--- src/rtl/mips_ctrl_pkg.sv ---
// Shared definitions for the multicycle MIPS-subset controller:
// FSM state encoding, opcode/func constants and the instruction classifier.
package mips_ctrl_pkg;

  typedef enum logic [2:0] {
    ST_FETCH  = 3'd0,
    ST_DECODE = 3'd1,
    ST_EXEC   = 3'd2,
    ST_MEM    = 3'd3,
    ST_WB     = 3'd4,
    ST_HALT   = 3'd5
  } state_t;

  localparam logic [5:0] OP_RTYPE = 6'b000000;
  localparam logic [5:0] OP_ADDIU = 6'b001001;
  localparam logic [5:0] OP_LW    = 6'b100011;
  localparam logic [5:0] OP_SW    = 6'b101011;
  localparam logic [5:0] FN_ADDU  = 6'b100001;
  localparam logic [5:0] FN_JR    = 6'b001000;

  typedef enum logic [2:0] {
    IC_ADDU    = 3'd0,
    IC_ADDIU   = 3'd1,
    IC_LW      = 3'd2,
    IC_SW      = 3'd3,
    IC_JR      = 3'd4,
    IC_ILLEGAL = 3'd5
  } iclass_t;

  typedef struct packed {
    logic ir_we;
    logic ab_we;
    logic aluout_we;
    logic pc_we;
    logic alu_src;
    logic pc_sel;
    logic wr_sel;
    logic mem_to_reg;
    logic reg_wr_en;
    logic dmem_en;
    logic dmem_rd_wr;
  } ctrl_t;

  // Quiescent control word: nothing written, data memory direction parked at read.
  localparam ctrl_t CTRL_IDLE = '{dmem_rd_wr: 1'b1, default: 1'b0};

  function automatic iclass_t classify(input logic [5:0] op, input logic [5:0] fn);
    iclass_t c;
    c = IC_ILLEGAL;
    case (op)
      OP_RTYPE: begin
        if (fn == FN_ADDU) begin
          c = IC_ADDU;
        end else if (fn == FN_JR) begin
          c = IC_JR;
        end
      end
      OP_ADDIU: c = IC_ADDIU;
      OP_LW:    c = IC_LW;
      OP_SW:    c = IC_SW;
      default:  c = IC_ILLEGAL;
    endcase
    return c;
  endfunction

endpackage

--- src/rtl/stall_watchdog.sv ---
// Counts consecutive memory-busy cycles and flags the cycle in which the
// run reaches MAX_STALL, so the controller can give up and halt.
module stall_watchdog #(
  parameter int MAX_STALL = 16
) (
  input  logic clk,
  input  logic i_reset_n,
  input  logic i_busy,
  output logic o_expire
);

  localparam int CW = (MAX_STALL > 1) ? $clog2(MAX_STALL) : 1;

  logic [CW-1:0] r_count;

  assign o_expire = i_busy && (r_count == CW'(MAX_STALL - 1));

  // i_busy is only high while the FSM is parked in a wait state, so any
  // non-busy cycle is also the cycle the state moves on: clearing here
  // covers both "run broken" and "state changed".
  always_ff @(posedge clk) begin
    if (!i_reset_n) begin
      r_count <= '0;
    end else if (i_busy && !o_expire) begin
      r_count <= r_count + 1'b1;
    end else begin
      r_count <= '0;
    end
  end

endmodule

--- src/rtl/multicycle_ctrl.sv ---
// Multicycle controller: FETCH/DECODE/EXEC/MEM/WB sequencing with memory
// wait states, a stall watchdog that halts the core, and retire counting.
module multicycle_ctrl
  import mips_ctrl_pkg::*;
#(
  parameter int MAX_STALL = 16
) (
  input  logic        clk,
  input  logic        reset,
  input  logic [5:0]  opcode,
  input  logic [5:0]  func,
  input  logic        imem_busy,
  input  logic        dmem_busy,
  output logic        ir_we,
  output logic        ab_we,
  output logic        aluout_we,
  output logic        pc_we,
  output logic        alu_src,
  output logic        pc_sel,
  output logic        wr_sel,
  output logic        mem_to_reg,
  output logic        reg_wr_en,
  output logic        dmem_en,
  output logic        dmem_rd_wr,
  output logic [2:0]  state,
  output logic [31:0] retired,
  output logic        illegal,
  output logic        error
);

  state_t      r_state;
  logic [31:0] r_retired;
  logic        r_illegal;
  logic        r_error;

  iclass_t w_class;
  logic    w_mem_op;
  logic    w_imm_form;
  logic    w_wr_reg;
  logic    w_busy;
  logic    w_expire;
  ctrl_t   w_ctrl;

  assign w_class    = classify(opcode, func);
  assign w_mem_op   = (w_class == IC_LW) || (w_class == IC_SW);
  assign w_imm_form = (w_class == IC_ADDIU) || w_mem_op;
  assign w_wr_reg   = (w_class == IC_ADDU) || (w_class == IC_ADDIU) || (w_class == IC_LW);
  assign w_busy     = ((r_state == ST_FETCH) && imem_busy) ||
                      ((r_state == ST_MEM) && dmem_busy);

  stall_watchdog #(
    .MAX_STALL (MAX_STALL)
  ) u_watchdog (
    .clk       (clk),
    .i_reset_n (reset),
    .i_busy    (w_busy),
    .o_expire  (w_expire)
  );

  always_ff @(posedge clk) begin
    if (!reset) begin
      r_state   <= ST_FETCH;
      r_retired <= '0;
      r_illegal <= 1'b0;
      r_error   <= 1'b0;
    end else begin
      case (r_state)
        ST_FETCH: begin
          if (w_expire) begin
            r_state <= ST_HALT;
            r_error <= 1'b1;
          end else if (!imem_busy) begin
            r_state <= ST_DECODE;
          end
        end
        ST_DECODE: begin
          if (w_class == IC_ILLEGAL) begin
            r_illegal <= 1'b1;
          end
          r_state <= ST_EXEC;
        end
        ST_EXEC: begin
          r_state <= w_mem_op ? ST_MEM : ST_WB;
        end
        ST_MEM: begin
          if (w_expire) begin
            r_state <= ST_HALT;
            r_error <= 1'b1;
          end else if (!dmem_busy) begin
            r_state <= ST_WB;
          end
        end
        ST_WB: begin
          r_retired <= r_retired + 32'd1;
          r_state   <= ST_FETCH;
        end
        ST_HALT: begin
          r_state <= ST_HALT;
        end
        default: begin
          r_state <= ST_FETCH;
        end
      endcase
    end
  end

  // Gating on reset kills every strobe in the very cycle reset is low,
  // before the synchronous reset has moved the state register.
  always_comb begin
    w_ctrl = CTRL_IDLE;
    if (reset) begin
      case (r_state)
        ST_FETCH: begin
          w_ctrl.ir_we = !imem_busy;
        end
        ST_DECODE: begin
          w_ctrl.ab_we   = 1'b1;
          w_ctrl.alu_src = w_imm_form;
          w_ctrl.wr_sel  = w_imm_form;
        end
        ST_EXEC: begin
          w_ctrl.aluout_we = 1'b1;
          w_ctrl.alu_src   = w_imm_form;
          w_ctrl.wr_sel    = w_imm_form;
        end
        ST_MEM: begin
          w_ctrl.dmem_en    = 1'b1;
          w_ctrl.dmem_rd_wr = (w_class != IC_SW);
          w_ctrl.mem_to_reg = (w_class == IC_LW);
          w_ctrl.alu_src    = w_imm_form;
          w_ctrl.wr_sel     = w_imm_form;
        end
        ST_WB: begin
          w_ctrl.pc_we      = 1'b1;
          w_ctrl.pc_sel     = (w_class == IC_JR);
          w_ctrl.reg_wr_en  = w_wr_reg;
          w_ctrl.mem_to_reg = (w_class == IC_LW);
          w_ctrl.alu_src    = w_imm_form;
          w_ctrl.wr_sel     = w_imm_form;
        end
        default: begin
          w_ctrl = CTRL_IDLE;
        end
      endcase
    end
  end

  assign ir_we      = w_ctrl.ir_we;
  assign ab_we      = w_ctrl.ab_we;
  assign aluout_we  = w_ctrl.aluout_we;
  assign pc_we      = w_ctrl.pc_we;
  assign alu_src    = w_ctrl.alu_src;
  assign pc_sel     = w_ctrl.pc_sel;
  assign wr_sel     = w_ctrl.wr_sel;
  assign mem_to_reg = w_ctrl.mem_to_reg;
  assign reg_wr_en  = w_ctrl.reg_wr_en;
  assign dmem_en    = w_ctrl.dmem_en;
  assign dmem_rd_wr = w_ctrl.dmem_rd_wr;

  assign state   = r_state;
  assign retired = r_retired;
  assign illegal = r_illegal;
  assign error   = r_error;

endmodule
--- config.mk ---
export PLATFORM = sky130hd
export DESIGN_NAME = multicycle_ctrl
export DESIGN_NICKNAME = d
export VERILOG_FILES = /design/src/rtl/mips_ctrl_pkg.sv /design/src/rtl/stall_watchdog.sv /design/src/rtl/multicycle_ctrl.sv
export SDC_FILE = /design/constraint.sdc
export NUM_CORES = 1
export LEC_CHECK = 0
export CORE_MARGIN = 1
export CORE_UTILIZATION = 30
export DETAILED_ROUTE_END_ITERATION = 16
export SYNTH_ARGS = -nofsm -noshare
export SYNTH_HDL_FRONTEND = slang
export SYNTH_SLANG_ARGS = --single-unit
--- constraint.sdc ---
create_clock -name clk -period 2.2 [get_ports clk]
set_clock_uncertainty 0.05 [all_clocks]
set_input_delay 0.22 -clock clk [delete_from_list [all_inputs] [get_ports clk]]
set_output_delay 0.22 -clock clk [all_outputs]
set_load 0.01 [all_outputs]
# [Word-level counts from Yosys, hierarchy flattened]
# Index checks and enable logic that the tools add are counted.
[totals] reg_bits=41 inputBits=16 latch_bits=0 mem_bits_ro=0 ram_bits=0 mem_count=0 word_cells=66
[op_classes] reduce_logical=21 bitwise_logic=0 order_cmp=0 div=0 eq_ne=19 shifts=0 mux=19 mul=0 n_addsub=2
[ops] operator="adder 32 x 1 -> 32 bit (second input constant)" n=1
[ops] operator="equality test 6 bit (second input constant)" n=3
[ops] operator="2-to-1 mux 3 bit" n=6
[ops] operator="case mux 3 bit (5 select lines)" n=1
[ops] operator="equality test 3 x 2 -> 1 bit (second input constant)" n=4
[ops] operator="equality test 3 bit (second input constant)" n=4
[ops] operator="equality test 6 x 4 -> 1 bit (second input constant)" n=2
[ops] operator="case mux 3 bit (4 select lines)" n=1
[ops] operator="2-to-1 mux 11 bit" n=1
[ops] operator="2-to-1 mux 1 bit" n=9
[ops] operator="!= test 3 x 2 -> 1 bit (second input constant)" n=3
[ops] operator="AND reduction 2 bit" n=4
[ops] operator="equality test 3 x 1 -> 1 bit (second input constant)" n=2
[ops] operator="logical NOT 3 bit" n=2
[ops] operator="logical NOT 6 bit" n=1
[ops] operator="logical OR 1 bit" n=5
[ops] operator="adder 4 x 1 -> 4 bit (second input constant)" n=1
[ops] operator="equality test 4 bit (second input constant)" n=1
[ops] operator="logical AND 1 bit" n=4
[ops] operator="OR reduction 2 bit" n=2
[ops] operator="OR reduction 4 bit" n=1
[ops] operator="logical NOT 1 bit" n=2
[ops] operator="2-to-1 mux 2 bit" n=1

# [Depth between registers and ports, before layout]
# Gate-level depths: netlist (run 1).
[depth] ltp_word=9 ltp_mapped=6

# [Cells and area by module]
# From an unflattened synthesis (run 1), not the netlist that was laid out.
[unflattened] cells_unflattened=261 hier_area_um2=2122.0
[modules_own_cells] module="multicycle_ctrl" n_inst=1 seq_area_each_um2=740.7 cells_per_inst=244 area_per_inst_um2=1965.6
[modules_own_cells] module="stall_watchdog" n_inst=1 seq_area_each_um2=80.1 cells_per_inst=17 area_per_inst_um2=156.4

# [Least setup slack after synthesis (run 1)]
# Ideal clock, no wire load.
[synth_path] kind="register to register" start="register r_state[2], in the netlist state[2]" end="register r_retired[27], in the netlist retired[27]" t_arrival_ps=1936 required_ps=2080 path_slack_ps=144 period_less_slack_ps=2056 stages_incl_launch_ff=7 cell_sequence="dfxtp_1 or3b_1 buf_2 or3_1 buf_2 or4_1 a21oi_1"
[synth_via] elab_chain_len=1
[synth_lines] element="from (decl)" line_no="multicycle_ctrl.sv:31" source="state_t r_state;"
[synth_lines] element="from (signal assigned)" line_no="multicycle_ctrl.sv:83" source="r_state <= w_mem_op ? ST_MEM : ST_WB;"
[synth_lines] element="equality test 3 bit" line_no="multicycle_ctrl.sv:67" source="case (r_state)"
[synth_lines] element="to (signal assigned)" line_no="multicycle_ctrl.sv:94" source="r_retired <= r_retired + 32'd1;"
[synth_lines] element="to (decl)" line_no="multicycle_ctrl.sv:32" source="logic [31:0] r_retired;"
# Every way passes these cells.
# A chain may end at the register's enable or synchronous reset.

# [Final worst setup path (run 1)]
[layout_path] start="input port opcode[2]" end="output port pc_sel"
[layout_via] elab_chain_len=5 elab_cells_between_ends=8
[layout_lines] element="from (decl)" line_no="multicycle_ctrl.sv:10" source="input logic [5:0] opcode,"
[layout_lines] element="equality test 6 bit (tied with other cells)" line_no="mips_ctrl_pkg.sv:50" source="case (op)"
[layout_lines] element="case mux 3 bit (4 select lines) *" line_no="mips_ctrl_pkg.sv:50"
[layout_lines] element="equality test 3 bit *" line_no="multicycle_ctrl.sv:135" source="w_ctrl.pc_sel = (w_class == IC_JR);"
[layout_lines] element="2-to-1 mux 1 bit *" line_no="multicycle_ctrl.sv:112" source="case (r_state)"
[layout_lines] element="2-to-1 mux 11 bit *" line_no="multicycle_ctrl.sv:111" source="if (reset) begin"
[layout_lines] element="to (decl)" line_no="multicycle_ctrl.sv:19" source="output logic pc_sel,"
# Every way passes the cells marked *; elsewhere a longest branch is shown, timed or not.

==> results.md, run 1 <==
* Final Routed Wirelength at approximately 5800 um
* Remaining global-route overflow at 0
* Initial core utilization at 31.7%
* Post-Place Cell Area at 3080 sq um
* Net count of the mapped netlist at 284
* Routability congestion estimate from global placement at around 0.78
* Maximum number of pins on one net before global-route repair at 26
* Endpoint type of the worst setup path: output pin
* Maximum net fanout on the critical path at 2
* Number of antenna diodes at 0
* F_max at 0.460 GHz
* Setup repair after global routing missed its margin: yes
* Area growth from synthesis to final layout at 47.2%
* Worst-skew pair later-pin latency at about 0.29 ns
* Crit path arrival time at roughly 1.9 ns
* Required @ worst endpoint at about 1.9 ns
* Final worst-path cycle share at 98.8%
* Count of cell types in the netlist at 43
* Final min period at roughly 2.2 ns
* Post-Layout Cell Count at roughly 450
* Syn Inst Count at between 200 and 300
* First-pass GRT wire length at between 9000 and 10000 um
* Footprint of the multi-input gates at 1340 sq um
* Synth warnings at 0
* Critical path launch point type: input pin
* Vias per std cell at about 5.1
* Area of the mapped netlist at roughly 2200 sq um
* Placeable core region at 6910 sq um
* Number of detailed-routing iterations run before antenna repair at 4
* Final Net Count at 369
* Iter 0 DRT Violations at a little over 80
* Fillcell total at just over 700
* Site row count at 30
* Number of maximum-capacitance violations at 0
* Top-level I/O count at 64
* Number of instances in the placed design at between 400 and 500
* Antenna violations before repair at 0
* Die Y-Extent at between 80 and 90 um
* Number of enable-type register cells in the synthesized netlist at 0
* Number of buffers and inverters on the critical path at 3
* Outcome: complete, no violations
* Number of register bits inferred by synthesis at slightly above 40
* Final hold violations at 0
* Flop pwr share at 44.1%
* Clock sink count at 41
* Post-synth top flop: dfxtp_1
* FF+latch area at between 800 and 900 sq um
* Clock tree from TritonCTS: yes
* Worst-path clk slew at 0.08 ns
* Largest incremental delay on the critical path at ~0.53 ns
* # H-tree levels at 2
* Finish-stage setup viols at 0
* Die Wd at just under 90 um
* Share of flip-flops with an asynchronous set or reset at 0%
* Residual DRC count at 0
* Clock Tree Root: clkbuf_8
* Cell area power density at between 500 and 600 nW/um^2
* Sequential area share after synthesis at a little under two fifths
* Average wire per standard cell at about 13 um
* Part of the power in combinational logic at 26.3%
* Class of the tightest hold or removal check: reg2reg
* Per-instance average area after synthesis at around 8.2 sq um
* Number of CTS-inserted buffers at 5
* Area of all placed cells without fillers at 3220 sq um
* Design internal power at roughly 1.3 mW
* HPWL Detailed at 4200 um
* Critical Path Slowest Stage Cell: or4_4
* Buffers from clock root to sink, at most at 2
* Total count of max-transition violations in the final report at 0
* Max VDD drop at 0.000399 V
* Number of vias in the routed layout at ~2300
* Utilization after layout at a little under half
* Ratio of cells with drive above 1 in the final layout at 14.5%
* Remaining antenna violation count after routing at 0
* Lkg Pwr at between 1 and 1.5 nW
* Worst relative slew slack at ~76%
* Sequence of cells on the critical path: clkdlybuf4s50_1 > or4_4 > nor3_4 > a31oi_2 > buf_4 > nor3b_1 > buf_2
* Part of the power in the clock network at ~30%
* Port-buffer cells at between 60 and 70
* Fraction of power spent switching nets at approximately 29%
* Via count of the first global-routing pass at roughly 2100
* Global-route total usage across every layer at roughly 16%
* Final hold slack at slightly above 0.4 ns
* P_sw at about 0.53 mW
* Area of the die at between 7000 and 8000 sq um
* Type of the worst setup path: in2out
* Transition time of the tightest slew-check pin at approximately 0.36 ns
* Top delay family on crit path: simple AND/OR/NAND/NOR gates
power groups by stage:
stage,registers (mW),logic [mW],clock network [mW]
after CTS,0.810,0.480,0.561
final,0.809,0.482,0.543
after floorplan,0.841,0.233,0
after detailed placement,0.828,0.475,0
after global placement,0.827,0.470,0
after global routing,0.816,0.535,0.591
final timing paths:
check / start / to / slack [ns] / cells after the start
setup / recovery: opcode[2] / pc_sel / 0.03 / 7
hold / removal: u_watchdog.r_count[0] / u_watchdog.r_count[0] / 0.41 / 1
hold reg to reg: u_watchdog.r_count[0] / u_watchdog.r_count[0] / 0.41 / 1
setup reg to reg: state[2] / retired[25] / 0.14 / 4
per-layer routing:
metal | track usage (%) | up-vias | share of wire [%]
met5 | 0 | - | 0
met4 | 6.71 | 0 | 2.4
met3 | 5.02 | 9 | 6.7
met2 | 25.9 | 68 | 46
met1 | 18.8 | 1056 | 45
li1 | - | 1150 | -
worst reg2reg max path, stage by stage (launching register included):
cell     delay [ns]
dfxtp_1        0.37
or3b_1         0.37
or3_1          0.55
or4_1          0.52
a21oi_1        0.15
cells in the mapped netlist, types with 2 or more instances:
| master | n | area share [%] |
|---|---|---|
| o21ai_0 | 3 | 0.69 |
| clkbuf_1 | 8 | 1.4 |
| nand2b_1 | 12 | 3.4 |
| and4_1 | 4 | 1.6 |
| a32o_1 | 2 | 0.91 |
| buf_2 | 2 | 0.46 |
| and3_1 | 6 | 1.7 |
| a21o_1 | 2 | 0.69 |
| xor2_1 | 6 | 2.4 |
| or3b_2 | 3 | 1.2 |
| dfxtp_1 | 41 | 38 |
| xnor2_1 | 6 | 2.4 |
| a21oi_1 | 17 | 3.9 |
| o21a_1 | 2 | 0.69 |
| nor2_1 | 23 | 3.9 |
| nand4_1 | 11 | 3.1 |
| inv_1 | 5 | 0.86 |
| or3_1 | 4 | 1.1 |
| nor3b_1 | 3 | 1.0 |
| o31ai_1 | 9 | 3.1 |
| mux2i_1 | 9 | 4.1 |
| or4_1 | 10 | 3.4 |
| a31oi_1 | 3 | 0.86 |
| a211oi_1 | 3 | 1.0 |
| ha_1 | 2 | 1.1 |
| nor4_1 | 5 | 1.4 |
| buf_4 | 2 | 0.69 |
| nand2_1 | 25 | 4.3 |
| nor3_1 | 7 | 1.6 |
| nand3_1 | 18 | 4.1 |
state kept, by name, summed over array words and instances (netlist names):
| name | flops |
|---|---|
| illegal | 1 |
| state | 3 |
| error | 1 |
| retired | 32 |
| u_watchdog.r_count | 4 |
timing repair:
item / in CTS / in global routing
hold endpoints to repair: 0 / 0
hold buffers: 0 / 0
pin swaps: 5 / 1
buffers inserted: 2 / 0
setup endpoints to repair: 6 / 5
gates resized for setup: 18 / 7
stage by stage:
step           setup TNS (ns)  power, mW  setup WS, ns
4_1_cts                     0       1.85       0.00186
3_5_place_dp            -1.79       1.30        -0.433
5_1_grt               -0.0342       1.94       -0.0342
6_report                    0       1.83        0.0265
3_3_place_gp            -1.74       1.30        -0.420
2_1_floorplan               0       1.07         0.144
cells by family (layout without fill, tap and decap cells):
kind of cell	count (synthesis)	after routing	synth area share (%)
multiplexers	9	9	4.12
AND/OR/NAND/NOR	138	138	35.2
flip-flops	41	41	37.5
adder cells (fa/ha/maj)	2	2	1.14
AO/OA/AOI/OAI	45	45	13.5
buffers and inverters	19	105	3.72
XOR/XNOR	12	12	4.80
area by class of cell:
class,instances,share of cell area [%]
multi-input cells,206,41.5
flip-flops and latches,41,25.5
repair buffers,91,25.5
well taps,96,3.73
clock buffers,7,2.99
inverters,6,0.699
clock inverters,1,0.155
cell usage in the layout, fill, tap and decap left out, drive strengths merged, types with 11 or more instances in the layout:
cell type,instances
nand2,25
a21oi,17
nor2,23
clkdlybuf4s50,56
nand2b,12
nand3,19
nand4,11
dfxtp,41
buf,30
or4,11
Power figures use the tool's default switching activity.
==> run 2: changes to the inputs <==
- SLEW_MARGIN: not set -> 15
==> results of run 2 <==
Final layout, timing and power as in run 1 (identical DEF).
